--- config.mk ---
export PLATFORM = sky130hd
export DESIGN_NAME = pn_gen_param
export DESIGN_NICKNAME = d
export VERILOG_FILES = /design/src/rtl/pn_pkg.sv /design/src/rtl/pn_lfsr_core.sv /design/src/rtl/pn_gen_param.sv
export SDC_FILE = /design/constraint.sdc
export NUM_CORES = 1
export LEC_CHECK = 0
export ABC_CLOCK_PERIOD_IN_PS = 3300
export CORE_MARGIN = 5
export CORE_UTILIZATION = 40
export CTS_BUF_LIST = sky130_fd_sc_hd__clkbuf_16
export CTS_CLUSTER_SIZE = 12
export DETAILED_ROUTE_END_ITERATION = 12
export GPL_TIMING_DRIVEN = 0
export PLACE_DENSITY = 0.68
export SLEW_MARGIN = 20
export SYNTH_ARGS = -nofsm -noshare
export SYNTH_HDL_FRONTEND = slang
export SYNTH_SLANG_ARGS = --single-unit
export TNS_END_PERCENT = 20
--- constraint.sdc ---
create_clock -name clk_o -period 3.3 [get_ports clk_o]
set_clock_uncertainty 0.2 [all_clocks]
set_input_delay 0.825 -clock clk_o [delete_from_list [all_inputs] [get_ports clk_o]]
set_output_delay 0.825 -clock clk_o [all_outputs]
set_load 0.02 [all_outputs]
--- src/rtl/pn_pkg.sv ---
// Shared types and default polynomial constants for the PN word generator.
package pn_pkg;

  typedef enum logic [0:0] {StFill, StPresent} pn_state_e;

  localparam logic [3:0]  TapsW4  = 4'hC;
  localparam logic [6:0]  TapsW7  = 7'h60;
  localparam logic [7:0]  TapsW8  = 8'h9C;
  localparam logic [14:0] TapsW15 = 15'h6000;

  localparam logic [3:0]  SeedW4  = 4'h1;
  localparam logic [6:0]  SeedW7  = 7'h01;
  localparam logic [7:0]  SeedW8  = 8'h01;
  localparam logic [14:0] SeedW15 = 15'h0001;

  // Unlisted widths fall back to the two top bits, which at least never yields a null mask.
  function automatic logic [31:0] default_taps(int unsigned width);
    unique case (width)
      4:       return 32'(TapsW4);
      7:       return 32'(TapsW7);
      8:       return 32'(TapsW8);
      15:      return 32'(TapsW15);
      default: return (32'd3 << (width - 2));
    endcase
  endfunction

endpackage

--- src/rtl/pn_lfsr_core.sv ---
// Fibonacci LFSR register with runtime-loadable seed and feedback mask.
module pn_lfsr_core #(
  parameter int unsigned       LFSR_W       = 8,
  parameter logic [LFSR_W-1:0] DEFAULT_TAPS = LFSR_W'(pn_pkg::default_taps(LFSR_W)),
  parameter logic [LFSR_W-1:0] DEFAULT_SEED = LFSR_W'(1)
) (
  input  logic              clk_o,
  input  logic              reset_n,
  input  logic              step,
  input  logic              load,
  input  logic [LFSR_W-1:0] seed_in,
  input  logic [LFSR_W-1:0] taps_in,
  output logic              pn_bit,
  output logic              seed_hit,
  output logic              lockup
);

  logic [LFSR_W-1:0] state_q, state_d;
  logic [LFSR_W-1:0] taps_q, taps_d;
  logic [LFSR_W-1:0] seed_q, seed_d;
  logic [LFSR_W-1:0] step_val;
  logic              lockup_q, lockup_d;
  logic              seed_zero;

  assign step_val  = {state_q[LFSR_W-2:0], ^(state_q & taps_q)};
  assign seed_zero = (seed_in == '0);

  always_comb begin
    state_d  = state_q;
    taps_d   = taps_q;
    seed_d   = seed_q;
    lockup_d = lockup_q;
    if (load) begin
      // An all-zero seed would lock the register, so substitute the default and flag it.
      state_d  = seed_zero ? DEFAULT_SEED : seed_in;
      seed_d   = seed_zero ? DEFAULT_SEED : seed_in;
      taps_d   = taps_in;
      lockup_d = seed_zero;
    end else if (step) begin
      state_d = step_val;
    end
  end

  always_ff @(posedge clk_o or negedge reset_n) begin
    if (!reset_n) begin
      state_q  <= DEFAULT_SEED;
      taps_q   <= DEFAULT_TAPS;
      seed_q   <= DEFAULT_SEED;
      lockup_q <= 1'b0;
    end else begin
      state_q  <= state_d;
      taps_q   <= taps_d;
      seed_q   <= seed_d;
      lockup_q <= lockup_d;
    end
  end

  assign pn_bit   = state_q[0];
  assign seed_hit = (step_val == seed_q);
  assign lockup   = lockup_q;

endmodule

--- src/rtl/pn_gen_param.sv ---
// PN generator packing the serial LFSR stream into OUT_W-bit words behind a valid/ready port.
module pn_gen_param import pn_pkg::*; #(
  parameter int unsigned       LFSR_W       = 8,
  parameter int unsigned       OUT_W        = 1,
  parameter logic [LFSR_W-1:0] DEFAULT_TAPS = LFSR_W'(default_taps(LFSR_W)),
  parameter logic [LFSR_W-1:0] DEFAULT_SEED = LFSR_W'(1)
) (
  input  logic              clk_o,
  input  logic              reset_n,
  input  logic              en,
  input  logic              load,
  input  logic [LFSR_W-1:0] seed_in,
  input  logic [LFSR_W-1:0] taps_in,
  input  logic              out_ready,
  output logic              out_valid,
  output logic [OUT_W-1:0]  out_data,
  output logic              data_PN,
  output logic              seq_start,
  output logic              lockup
);

  localparam int unsigned     CntW    = (OUT_W > 1) ? $clog2(OUT_W) : 1;
  localparam logic [CntW-1:0] LastBit = CntW'(OUT_W - 1);

  pn_state_e         st_q, st_d;
  logic [CntW-1:0]   bit_cnt_q, bit_cnt_d;
  logic [OUT_W-1:0]  word_q, word_d;
  logic [LFSR_W-1:0] period_q, period_d;
  logic              seq_start_q, seq_start_d;
  logic              step;
  logic              pn_bit;
  logic              seed_hit;

  pn_lfsr_core #(
    .LFSR_W       (LFSR_W),
    .DEFAULT_TAPS (DEFAULT_TAPS),
    .DEFAULT_SEED (DEFAULT_SEED)
  ) u_core (
    .clk_o    (clk_o),
    .reset_n  (reset_n),
    .step     (step),
    .load     (load),
    .seed_in  (seed_in),
    .taps_in  (taps_in),
    .pn_bit   (pn_bit),
    .seed_hit (seed_hit),
    .lockup   (lockup)
  );

  always_comb begin
    st_d        = st_q;
    bit_cnt_d   = bit_cnt_q;
    word_d      = word_q;
    period_d    = period_q;
    seq_start_d = 1'b0;
    step        = 1'b0;
    if (load) begin
      st_d      = StFill;
      bit_cnt_d = '0;
      word_d    = '0;
      period_d  = '0;
    end else begin
      unique case (st_q)
        StFill: begin
          if (en) begin
            step        = 1'b1;
            // Shift in from the top so the first bit of the word ends up in bit 0.
            word_d      = OUT_W'({pn_bit, word_q} >> 1);
            period_d    = seed_hit ? '0 : period_q + LFSR_W'(1);
            seq_start_d = seed_hit;
            if (bit_cnt_q == LastBit) begin
              st_d      = StPresent;
              bit_cnt_d = '0;
            end else begin
              bit_cnt_d = bit_cnt_q + CntW'(1);
            end
          end
        end
        StPresent: begin
          if (out_ready) st_d = StFill;
        end
        default: st_d = StFill;
      endcase
    end
  end

  always_ff @(posedge clk_o or negedge reset_n) begin
    if (!reset_n) begin
      st_q        <= StFill;
      bit_cnt_q   <= '0;
      word_q      <= '0;
      period_q    <= '0;
      seq_start_q <= 1'b0;
    end else begin
      st_q        <= st_d;
      bit_cnt_q   <= bit_cnt_d;
      word_q      <= word_d;
      period_q    <= period_d;
      seq_start_q <= seq_start_d;
    end
  end

  assign out_valid = (st_q == StPresent);
  assign out_data  = word_q;
  assign data_PN   = pn_bit;
  assign seq_start = seq_start_q;

endmodule

==> results_dict.tcl, run 1 <==
set metrics [dict create \
    outcome "completed" \
    drtIter0Drc 47 \
    synth_edf_count 0 \
    syn-num-nets 142 \
    yosysMostFrequentCell "dfrtp_1" \
    core_area_sq_mm 0.003284 \
    gr-usage-all-layers_pct 13.08 \
    cts_resized 0 \
    chipHeight_um 67.85 \
    syn_inst 121 \
    cpPeakStageDelay_ns 0.62 \
    worstPathCellList "clkdlybuf4s50_1" \
    io_pins 26 \
    diodes 0 \
    cts_tree "yes" \
    gr-total-overflow 0 \
    die_area_sq_mm 0.004604 \
    hold_violations 0 \
    cpLargestDelayFamily "buffers and inverters" \
    root_buffer "clkbuf_16" \
    final_area_sq_mm 0.001710 \
    syn_to_final_growth_pct 27.76 \
    multiInputGateArea_sq_um 576.8 \
    slew_headroom_pct 60.40 \
    rsz0062_at_grt "no" \
    netlist_top_cells_count "dfrtp_1 (22), o21ai_0 (16), nand2_1 (15)" \
    period_minus_slack_ns 2.478 \
    place_area_sq_mm 0.001632 \
    regArea_sq_um 708.2 \
    yosysUniqueCellTypes 25 \
    portBuffers 24 \
    ys.flop_type "dfrtp_1" \
    synth_top_area_cell "dfrtp_1" \
    drive_gt1_share_pct 16.11 \
    switching_share_pct 25.48 \
    first_pass_iters 4 \
    core.rowCount 21 \
    synth.avg_cell_area_sq_um 11.06 \
    yosys_warnings 0 \
    criticalPathCategory "reg2out" \
    start_util_pct 40.76 \
    fill_cells 288 \
    post-cts-setup-buffer-count 0 \
    hp-class "reg2reg" \
    power.switching_w 0.0002253 \
    ys_seq_area_share_pct 52.90 \
    nets 171 \
    cp_data_required_time_ns 2.27 \
    p_leak_nw 0.7231 \
    routabilityCongestion 0.7830 \
    vias 930 \
    endpoint_kind "primary output" \
    first_global_vias 988 \
    peakVddDrop_uv 199.7 \
    async_flop_share_pct 100.0 \
    ys_ff_latch 28 \
    crit_arrival_ns 1.45 \
    wl_met1_um 1140 \
    synth_area_sq_mm 0.001339 \
    grt_max_degree 29 \
    fmax_ghz 0.4035 \
    setup_ws_ns 0.8217 \
    seqPwrFrac_pct 46.6 \
    insertion_delay_ns 0.26 \
    wl_per_cell_um 14.30 \
    dp_slack_ns 0.6541 \
    crit_path_max_fanout 5 \
    htree_num_levels 1 \
    clkPwrFrac_pct 30.6 \
    finalSetupViolCount 0 \
    intPower_w 0.0006591 \
    dp_hpwl_um 2058 \
    finalSetupTns_ns 0 \
    synth.area.top_cells "dfrtp_1 (41%), dfstp_2 (12%), mux2_2 (6.7%)" \
    antenna_found_initial 0 \
    wl_um 2789 \
    wl_met2_um 1510 \
    cts_inserted_buffers 3 \
    dr_wl_met3_um 92 \
    cts.sinks 28 \
    synth_top_area_share_pct 41.12 \
    slew_violations 0 \
    drtAntennaViolNets 0 \
    p_comb_share_pct 22.7 \
    power_density_mw_per_mm2 517.1 \
    crit_buf_inv 1 \
    highest_layer "met4" \
    cts_max_path_buffers 2 \
    cts.reportedPaths.clkPinSlew_ns 0.07 \
    die_x_um 67.85 \
    worstSetupStartpointType "flip-flop" \
    holdBufCountCts 0 \
    maxCapViolations 0 \
    grt_pass1_wl_um 4436 \
    tightest_slew_ns 0.5940 \
    drc 0 \
    slowest_stage "clkdlybuf4s50_1" \
    routed_via_density 4.769 \
    finalCritPeriodShare_pct 75.10 \
]
[layout by cell type, fill, tap and decap left out, types with 2 or more instances in the layout]
master,count
a21oi_1,3
buf_2,2
clkbuf_1,5
clkbuf_16,3
clkdlybuf4s50_1,23
dfrtp_1,22
dfstp_2,6
inv_1,9
mux2_2,8
mux2i_1,6
nand2_1,15
nand2_2,2
nand2b_1,2
nand4_1,2
nor2b_1,2
nor3_1,2
o21ai_0,16
xnor2_1,9
xnor2_2,2
xor2_1,3
[routing by layer]
layer	vias up	track usage (%)
li1	456	-
met1	455	14.48
met2	15	24.91
met3	4	2.463
met4	0	4.218
met5	-	0
[worst paths after layout]
kind | slack [ns] | cells past startpoint | to | from
max | 0.82 | 1 | data_PN | u_core.state_q[0]
min | 0.32 | 1 | u_core.taps_q[5] | u_core.taps_q[5]
max reg2reg | 1.44 | 5 | seq_start | u_core.state_q[0]
min reg2reg | 0.32 | 1 | u_core.taps_q[5] | u_core.taps_q[5]
max in group asynchronous | 2.14 | 1 | u_core.state_q[2] | reset_n
min in group asynchronous | 0.37 | 1 | u_core.state_q[7] | reset_n
[cells by family after synthesis]
family / Yosys count / share of synthesized area (%)
AOI/OAI and AO/OA: 21 / 8.318
and+or+nand+nor: 29 / 11.59
muxes: 14 / 11.22
buffers and inverters: 14 / 4.019
xor gates and xnor gates: 15 / 11.96
DFF: 28 / 52.90
[registers in the layout, summed over array words and instances, names as in the netlist]
| name | cells |
|---|---|
| u_core.lockup | 1 |
| seq_start | 1 |
| out_valid | 1 |
| u_core.taps_q | 8 |
| u_core.state_q | 8 |
| u_core.seed_q | 8 |
| out_data | 1 |
[stage by stage]
step,cells,power (W),util [%],hold WS (ns)
finish,195,0.0008845,52.08,0.3192
global route,195,0.0009225,52.08,0.3399
CTS,195,0.0008939,52.08,0.3210
detailed placement,191,0.0006200,49.68,0.3047
global placement,191,0.0006149,49.83,0.2934
floorplan,121,0.0005520,-,0.2806
[final cells by class]
cell class / instances / share of cell area, %
Buffer: 6 / 1.390
Tap cell: 46 / 3.365
Inverter: 8 / 1.756
Timing Repair Buffer: 24 / 13.75
Clock buffer: 3 / 4.389
Sequential cell: 28 / 41.40
Clock inverter: 1 / 0.2195
Multi-Input combinational cell: 79 / 33.72
[power by group through the flow]
stage / Sequential [W] / Clock (W) / Combinational (W)
2_1_floorplan: 0.000419 / 0 / 0.000133
3_3_place_gp: 0.000417 / 0 / 0.000198
3_5_place_dp: 0.000419 / 0 / 0.000201
4_1_cts: 0.000413 / 0.000277 / 0.000205
5_1_grt: 0.000417 / 0.000286 / 0.000220
6_report: 0.000413 / 0.000271 / 0.000201
Note: power is estimated with default switching activity, not from simulation.
==> run 2: changes to the inputs <==
- ABC_CLOCK_PERIOD_IN_PS: 3300 -> 2130
- PLACE_DENSITY: 0.68 -> 0.71
- clock period: 3.3 -> 2.13 ns (I/O delays scaled with it)
==> run 2 against run 1 <==
Non-clock buffer count did not move; sequential power rose by 54%; count of clock-buffer cells in the layout did not move; setup slack got worse by 0.68 ns; clock power rose by 55%; hold slack got worse by 0.24 ns; first-iteration DRC count rose by 30%; total power rose by 55%; combinational power rose by 54%; die area did not move; critical path depth did not move; largest power group unchanged.
==> results_dict.tcl, run 2 (synthesized netlist as in run 1, its figures left out) <==
set metrics [dict create \
    crit_path_max_fanout 4 \
    stdcell_count 195 \
    drtAntennaViolNets 0 \
    met2_usage_pct 25.27 \
    cp_data_required_time_ns 1.40 \
    antenna_found_initial 0 \
    syn_to_final_growth_pct 27.76 \
    hp-class "in2async" \
    start_util_pct 40.76 \
    drtIter0Drc 61 \
    finalCritPeriodShare_pct 93.34 \
    power_density_mw_per_mm2 799.6 \
    vias 968 \
    drc 0 \
    cts_tree "yes" \
    period_minus_slack_ns 1.988 \
    drive_gt1_share_pct 16.78 \
    core.rowCount 21 \
    rsz0062_at_grt "no" \
    worstPathCellList "clkdlybuf4s50_1" \
    crit_buf_inv 1 \
    die_x_um 67.85 \
    io_pins 26 \
    die_area_sq_mm 0.004604 \
    worstSetupStartpointType "flip-flop" \
    portBuffers 24 \
    outcome "completed" \
    cpPeakStageDelay_ns 0.62 \
    core_area_sq_mm 0.003284 \
    peakVddDrop_uv 295.4 \
    slowest_stage "clkdlybuf4s50_1" \
    cts.sinks 28 \
    crit_arrival_ns 1.26 \
    maxCapViolations 0 \
    top_usage_layer "met2" \
    htree_num_levels 1 \
    gr-total-overflow 0 \
    tightest_slew_ns 0.6116 \
    first_global_vias 1012 \
    utilization_pct 52.08 \
    first_pass_iters 4 \
    gr-usage-all-layers_pct 13.17 \
    wl_um 2672 \
    fmax_ghz 0.5030 \
    root_buffer "clkbuf_16" \
    slew_headroom_pct 59.22 \
    insertion_delay_ns 0.26 \
    diodes 0 \
    grt.met1_usage_pct 14.12 \
    hold_violations 0 \
    final_cell_mix "clkdlybuf4s50_1 (22), dfrtp_1 (22), o21ai_0 (16)" \
    top_regs "u_core.seed_q x8, u_core.state_q x8, u_core.taps_q x8" \
    met3_usage_pct 1.806 \
    endpoint_kind "primary output" \
    cts.reportedPaths.clkPinSlew_ns 0.06 \
    finalSetupViolCount 0 \
    slew_violations 0 \
    cpLargestDelayFamily "buffers and inverters" \
    chipHeight_um 67.85 \
    criticalPathCategory "reg2out" \
    cts_max_path_buffers 2 \
    nets 171 \
    cts_inserted_buffers 3 \
    wl_per_cell_um 13.70 \
    p_leak_nw 0.7269 \
    routabilityCongestion 0.7966 \
    routed_via_density 4.964 \
    grt_pass1_wl_um 4512 \
    total_power_w 0.001368 \
    grt_max_degree 29 \
    dp_hpwl_um 1971 \
    dpl.cell_count 191 \
]
## run 2: cell types whose count changed in the layout (fill, tap and decap cells not counted)
cell,previous run,this run
clkbuf_2,0,1
clkdlybuf4s50_1,23,22
dlygate4sd2_1,0,1
clkbuf_1,5,4
## run 2: what timing repair did
item                       CTS  global route
setup endpoints to repair    1             1
setup buffers                0             0
hold buffers                 0             0
resized for setup            1             2
pin swaps                    0             0
## run 2: layout make-up
type	instances	area, sq um
Buffer	6	25.02
Clock buffer	3	75.07
Clock inverter	1	3.754
Fill cell	285	1574
Inverter	8	30.03
Multi-Input combinational cell	79	576.8
Sequential cell	28	708.2
Tap cell	46	57.56
Timing Repair Buffer	24	234.0
## run 2: metal layers
metal  vias up  part of all wire [%]  wire [um]
met4         0                   2.1         57
met5         -                     0          0
met2        18                    53       1423
met1       484                    40       1062
li1        461                     -          -
met3         5                   4.8        129
## run 2: final timing paths
kind | slack, ns | from | to | depth (start not counted)
worst max-delay path | 0.14 | out_valid | out_valid | 1
min in group clk_o | 0.31 | u_core.taps_q[5] | u_core.taps_q[5] | 1
worst max register to register | 0.24 | u_core.state_q[0] | seq_start | 5
max in group asynchronous | 1.25 | reset_n | out_data | 1
worst min register to register | 0.31 | u_core.taps_q[5] | u_core.taps_q[5] | 1
worst min-delay path | 0.08 | reset_n | u_core.taps_q[5] | 1
## run 2: where the power goes
group | leakage [nW] | total, W | switching, W | internal, W
Combinational | 0.350 | 0.000310 | 0.000137 | 0.000173
Clock | 0.0423 | 0.000419 | 0.000168 | 0.000251
Sequential | 0.334 | 0.000638 | 0.0000442 | 0.000594
Total | 0.727 | 0.00137 | 0.000349 | 0.00102
## run 2: per-stage QoR
step	setup TNS (ns)	worst slack (ns)	cell area [sq um]	hold slack (ns)
after global placement	-1.406	-0.1991	1637	0.2941
after CTS	0	0.01776	1709	0.09597
final	0	0.1418	1710	0.08061
after detailed placement	-0.7796	-0.2492	1632	0.2955
after global routing	0	0.08527	1710	0.1352
after floorplan	0	0.3049	1339	0.03691
